[config.mk]
export PLATFORM = sky130hd
export DESIGN_NAME = mem_access_ctrl
export DESIGN_NICKNAME = d
export VERILOG_FILES = /design/src/rtl/mem_access_ctrl.sv
export SDC_FILE = /design/constraint.sdc
export NUM_CORES = 1
export LEC_CHECK = 0
export BUFFER_PORTS_ARGS = -buffer_cell sky130_fd_sc_hd__buf_2
export CORE_AREA = 2 2 97 80
export DETAILED_ROUTE_END_ITERATION = 10
export DIE_AREA = 0 0 99 82
export SLEW_MARGIN = 25
export SYNTH_ARGS = -nofsm -noshare
export SYNTH_HDL_FRONTEND = slang
export SYNTH_SLANG_ARGS = --single-unit
export TNS_END_PERCENT = 50
[constraint.sdc]
create_clock -name Clk -period 1.53 [get_ports Clk]
set_clock_uncertainty 0.05 [all_clocks]
set_input_delay 0.0765 -clock Clk [delete_from_list [all_inputs] [get_ports Clk]]
set_output_delay 0.0765 -clock Clk [all_outputs]
set_load 0.05 [all_outputs]
[src/rtl/mem_access_ctrl.sv]
// LC-3 memory access sequencer: IDLE -> SETUP -> ACCESS -> DONE per request.
// Define MEM_TIMEOUT_EN to bound ACCESS to TIMEOUT_CYCLES and flag err.
module mem_access_ctrl #(
  parameter int WAIT_STATES    = 2,
  parameter int TIMEOUT_CYCLES = 64
) (
  input  logic        Clk,
  input  logic        Reset_n,
  input  logic        rd_req,
  input  logic        wr_req,
  input  logic [15:0] MAR,
  input  logic [15:0] MDR,
  input  logic        mem_ready,
  input  logic [15:0] mem_rdata,
  output logic [15:0] mem_addr,
  output logic [15:0] mem_wdata,
  output logic        CE_n,
  output logic        OE_n,
  output logic        WE_n,
  output logic [15:0] MDR_In,
  output logic        R,
  output logic        busy,
  output logic        err
);

  typedef enum logic [1:0] {
    IDLE,
    SETUP,
    ACCESS,
    DONE
  } state_t;

  localparam int CW =
    (WAIT_STATES < 1) ? 1 : $clog2(WAIT_STATES + 1);
  localparam logic [CW-1:0] WS_MAX = CW'(WAIT_STATES);

  state_t        state;
  logic          op_rd;
  logic [CW-1:0] wcnt;
  logic          ws_done;
  logic          to_hit;
  logic          req;

  assign req     = rd_req | wr_req;
  assign ws_done = (wcnt == WS_MAX) && mem_ready;

`ifdef MEM_TIMEOUT_EN
  localparam int TW = $clog2(TIMEOUT_CYCLES + 1);
  localparam logic [TW-1:0] TO_LAST =
    TW'(TIMEOUT_CYCLES - 1);

  logic [TW-1:0] tcnt;
  logic          err_q;

  // A normal completion on the last allowed cycle wins over the timeout.
  assign to_hit = (tcnt == TO_LAST) && !ws_done;
  assign err    = err_q;

  always_ff @(posedge Clk or negedge Reset_n) begin
    if (!Reset_n) begin
      tcnt  <= '0;
      err_q <= 1'b0;
    end else begin
      case (state)
        IDLE: begin
          if (req) err_q <= 1'b0;
        end
        SETUP: begin
          tcnt <= '0;
        end
        ACCESS: begin
          if (to_hit) err_q <= 1'b1;
          else if (!ws_done) tcnt <= tcnt + 1'b1;
        end
        default: ;
      endcase
    end
  end
`else
  logic unused_to;

  assign to_hit    = 1'b0;
  assign err       = 1'b0;
  assign unused_to = (TIMEOUT_CYCLES != 0);
`endif

  always_ff @(posedge Clk or negedge Reset_n) begin
    if (!Reset_n) begin
      state     <= IDLE;
      op_rd     <= 1'b0;
      wcnt      <= '0;
      mem_addr  <= '0;
      mem_wdata <= '0;
      MDR_In    <= '0;
      CE_n      <= 1'b1;
      OE_n      <= 1'b1;
      WE_n      <= 1'b1;
      R         <= 1'b0;
      busy      <= 1'b0;
    end else begin
      unique case (state)
        IDLE: begin
          if (req) begin
            state     <= SETUP;
            op_rd     <= rd_req;
            mem_addr  <= MAR;
            mem_wdata <= MDR;
            CE_n      <= 1'b0;
            OE_n      <= !rd_req;
            WE_n      <= 1'b1;
            busy      <= 1'b1;
          end
        end
        SETUP: begin
          // Address has been stable a full cycle; WE_n may fall now.
          state <= ACCESS;
          wcnt  <= '0;
          CE_n  <= 1'b0;
          OE_n  <= !op_rd;
          WE_n  <= op_rd;
        end
        ACCESS: begin
          if (ws_done || to_hit) begin
            state <= DONE;
            CE_n  <= 1'b1;
            OE_n  <= 1'b1;
            WE_n  <= 1'b1;
            R     <= 1'b1;
            if (op_rd) begin
              MDR_In <= ws_done ? mem_rdata : 16'hDEAD;
            end
          end else if (wcnt != WS_MAX) begin
            wcnt <= wcnt + 1'b1;
          end
        end
        DONE: begin
          state <= IDLE;
          R     <= 1'b0;
          busy  <= 1'b0;
        end
        default: state <= IDLE;
      endcase
    end
  end

endmodule

Word-level counts from Yosys, hierarchy flattened

Cells that the tools add are included.

Register bits: 58
Input port bits: 53
Output and inout bits: 54
Word-level logic and storage cells: 52

Add/subtract/negate cells: 1
Eq/ne operators: 9
Muxes and demuxes: 15
Bitwise gates (word level): 1
Reductions and logical operators: 15

Operators with widths:

| cell                                                            | number |
|---|---|
| 2-bit != test, second input constant                            | 5 |
| 1-bit one-hot mux with 3 select lines                           | 3 |
| 3-bit AND reduction                                             | 3 |
| 2-bit 2-to-1 mux                                                | 4 |
| 2-bit one-hot mux with 4 select lines                           | 1 |
| 2-bit AND reduction                                             | 4 |
| 2-bit == test, second input constant                            | 3 |
| 2-bit nonzero test                                              | 3 |
| 1-bit 2-to-1 mux                                                | 4 |
| 1-bit one-hot mux with 2 select lines                           | 2 |
| 2-bit one-hot mux with 2 select lines                           | 1 |
| 3-bit nonzero test                                              | 1 |
| 2-bit by 1-bit adder with 2-bit output, second input constant   | 1 |
| 2-bit by 1-bit == test with 1-bit output, second input constant | 1 |
| 1-bit logical NOT                                               | 2 |
| 2-bit logical NOT                                               | 1 |
| 1-bit logical AND                                               | 1 |
| 1-bit OR                                                        | 1 |

Logic depth before layout (Yosys ltp)

Word-level depth: 4
Mapped depth: 6
Mapped depth without buffers: 5

Least setup slack after synthesis

Ideal clock, no wire load.

Path type: reg2reg
Start point: reg state[0]
End point: reg MDR_In[10]
Library setup time: 128 ps
Arrival: 1493 ps
Required time: 1352 ps
Slack: -141 ps
Cell stages (with the launch flop): 7
Path buffers: 2
Clock period less this slack: 1671 ps
Path through: dfrtp_1 -> inv_1 -> ha_1 -> buf_4 -> nand4_4 -> buf_2 -> mux2_1

Longest elaborated chain between the ends: 2

Ends and longest elaborated chain:

| item                          | RTL line | text |
|---|---|---|
| from (decl)                   | 37       | `state_t state;` |
| from (signal assigned)        | 89       | `state <= IDLE;` |
| from (signal assigned)        | 104      | `state <= SETUP;` |
| from (signal assigned)        | 116      | `state <= ACCESS;` |
| 2-bit == test                 | 101      | `unique case (state)` |
| 3-bit AND reduction (no line) | --       |  |
| to (signal assigned)          | 130      | `MDR_In <= ws_done ? mem_rdata : 16'hDEAD;` |
| to (decl)                     | 20       | `output logic [15:0] MDR_In,` |

Every way passes these cells.
A chain may end at the register's enable or synchronous reset.

Worst setup path in the final report

Start point: reg state[0]
End point: reg state[1]

Longest elaborated chain between the ends: 3
Elaborated cells on any way between the ends: 8
Those cells by class: eq/ne (5); mux (1); reduce/logical (2)

Ends and longest elaborated chain:

| item                                               | RTL line |
|---|---|
| 2-bit == test or 2-bit logical NOT (tied branches) | 101 |
| 2-bit != test (no line)                            | -- |
| 2-bit AND reduction (no line)                      | -- |

Several ways; a longest one is shown, not always the timed one.

==> flow_summary.yaml <==
status:
  outcome: "finished with violations"
  violations: "setup timing"
critical_path:
  critPathKind: "reg -> reg"
  r2r_start: "state[0]"
  crit_path_end_kind: "flip-flop"
  crit_path_max_fanout: 5
  rr_worst_depth: 5
  r2r_setup_slack_ns: -0.01
  r2r-end: "state[1]"
  crit_arrival_ns: 1.71
  startpoint_type: "flip-flop"
  cp.required_ns: 1.70
place:
  place_hpwl_mm: 3.58
  portBuffers: 105
  place_congestion: 0.748
  placed_cells: 360
finish:
  nFillCells: 612
  diodes: 0
  final_core_util: 0.550
  areaGrowthSynthToFinish_pct: 61.9
  nNetsFinal: 395
  layout-drive-gt1-share: 0.556
  layoutNonFillerInstCount: 428
clock_tree:
  clockBufferDepth: 2
  cts_tree: "yes"
  cts.sinks: 58
  clk_latency_ns: 0.34
  clk_pin_slew_ns: 0.06
  cts_htree_levels: 3
  clock-root-buffer: "clkbuf_8"
  cts_buffers: 9
synth:
  ys.flop_type: "dfrtp_1"
  syn_area_per_cell_sq_um: 15.2
  synthCells: 161
  synthTopCellsByArea: "dfrtp_1 (56%), mux2_2 (18%), mux2_1 (5.1%), ha_1 (4.1%), dfstp_2 (3.2%)"
  yosysSeqAreaShare: 0.596
  synth_top_area_cell: "dfrtp_1"
  synth_edf_count: 0
  syn_nets: 222
  synth_seq_cells: 58
  synthTopCellsByCount: "dfrtp_1 (55), mux2_2 (38), mux2_1 (11)"
  synth_most_common_cell: "dfrtp_1"
  synth_top_area_frac: 0.564
  yosysWarnings: 0
  synth_cell_types: 37
  syn_area_sq_um: 2440
  synthArstFlopShare: 1.00
sta:
  fin_crit_sh: 1.01
  fin_crit_ns: 1.54
  slew_violations: 0
  rsz0062_at_grt: "true"
  fmax_mhz: 649
  final_hold_viol_count: 0
  fin_ws_ns: -0.0109
  setup_viol: 1
route:
  avgViaCountPerCell: 4.53
  drt-total-wl_mm: 5.91
  wl_per_cell_um: 13.8
  firstDrtPassIters: 4
  first_iter_violations: 30
  ant_nets: 0
  drc: 0
  vias: 1940
hold_path:
  holdPathStages: 3
  min_to: "op_rd"
  worstHoldStart: "wr_req"
  min-delay-path-class: "in -> reg"
global_route:
  grt_pass1_wl_mm: 8.89
  grt_util_all_layers: 0.145
  overflow: 0
  antenna_found_initial: 0
  grt_max_degree: 59
  grt_pass1_vias: 1918
power_and_ir_drop:
  power.density_nw_per_um2: 2380
  ir_drop_mv: 1.48
  leakage_nw: 1.98
floorplanning:
  num_rows: 28
  initial_utilization: 0.340
  die_h_um: 82
  fp.dieW_um: 99
  die_area_sq_um: 8120
  core_sq_um: 7180
  io_pins: 107
job:
  cap_violations: 0
==> worst max-delay path by stage <==
stage,startpoint,slack [ns],depth (start not counted),to
final,state[0],-0.01,5,state[1]
after global routing,state[0],-0.07,5,state[1]
after CTS,state[1],-0.02,5,state[1]
after detailed placement,wcnt[0],-0.17,4,MDR_In[6]
after global placement,wcnt[0],-0.10,4,MDR_In[6]
after floorplan,state[0],-0.04,6,MDR_In[10]
==> where the power goes <==
part	leakage, nW	internal, mW	switching [mW]
Sequential	0.710	2.27	0.370
Clock	0.106	0.874	0.577
Combinational	1.16	1.83	3.46
Total	1.98	4.98	4.41
==> through the flow <==
step	area, sq um	power (mW)	TNS, ns	hold slack [ns]	setup WS (ns)
final	3950	9.39	-0.0109	0.0398	-0.0109
after global routing	3950	9.91	-0.143	0.0407	-0.0681
after CTS	3910	9.38	-0.0274	0.00925	-0.0195
after detailed placement	3180	7.75	-2.30	0.0629	-0.168
after global placement	3180	7.68	-1.39	0.0548	-0.101
after floorplan	2490	6.52	-0.378	-0.269	-0.0378
==> registers in the layout (all words and copies together), names as in the netlist <==
name       count
op_rd          1
OE_n           1
WE_n           1
MDR_In        16
busy           1
CE_n           1
mem_addr      16
mem_wdata     16
R              1
wcnt           2
state          2
==> cell usage in the layout, fill, tap and decap left out, types with 5 or more instances in the layout <==
cell type / n
mux2_1: 11
clkbuf_8: 12
dfrtp_1: 54
dlygate4sd3_1: 50
ha_1: 5
buf_4: 9
buf_2: 105
nand2_1: 5
mux2_2: 38
==> worst max-delay path, cell delays in order (launching register included) <==
cell     delay, ns
dfrtp_1       0.39
inv_2         0.13
ha_4          0.19
nor3b_4       0.29
nor2_2        0.08
mux2_4        0.30
==> what timing repair did <==
item,CTS,global route
endpoints found under the hold margin,107,0
pin swaps,1,1
buffers inserted,1,1
hold buffers,50,0
gates resized for setup,1,1
setup endpoints to repair,19,27
gates cloned,0,1
==> final cells by class <==
cell class | instances | area [sq um] | area share
Clock buffer | 13 | 169 | 0.0428
Clock inverter | 2 | 35.0 | 0.00887
Inverter | 4 | 15.0 | 0.00380
Multi-Input combinational cell | 93 | 983 | 0.249
Sequential cell | 58 | 1460 | 0.369
Tap cell | 90 | 113 | 0.0285
Timing Repair Buffer | 168 | 1180 | 0.298
==> cells by family after synthesis <==
| group | Yosys count | synth area share |
|---|---|---|
| AO/OA/AOI/OAI | 12 | 0.0410 |
| adder cells (fa/ha/maj) | 8 | 0.0410 |
| buffers and inverters | 10 | 0.0236 |
| flip-flops | 58 | 0.596 |
| multiplexers | 50 | 0.232 |
| other | 1 | 0.00154 |
| AND/OR/NAND/NOR | 22 | 0.0641 |
==> routing by layer <==
metal | wire length (um) | up-vias | global-route usage
met5 | 0 | - | 0
met4 | 121 | 0 | 0.0795
met3 | 401 | 11 | 0.0511
met2 | 2750 | 70 | 0.232
met1 | 2640 | 942 | 0.172
li1 | - | 917 | -
No activity file was read; power rests on OpenSTA's default activity.
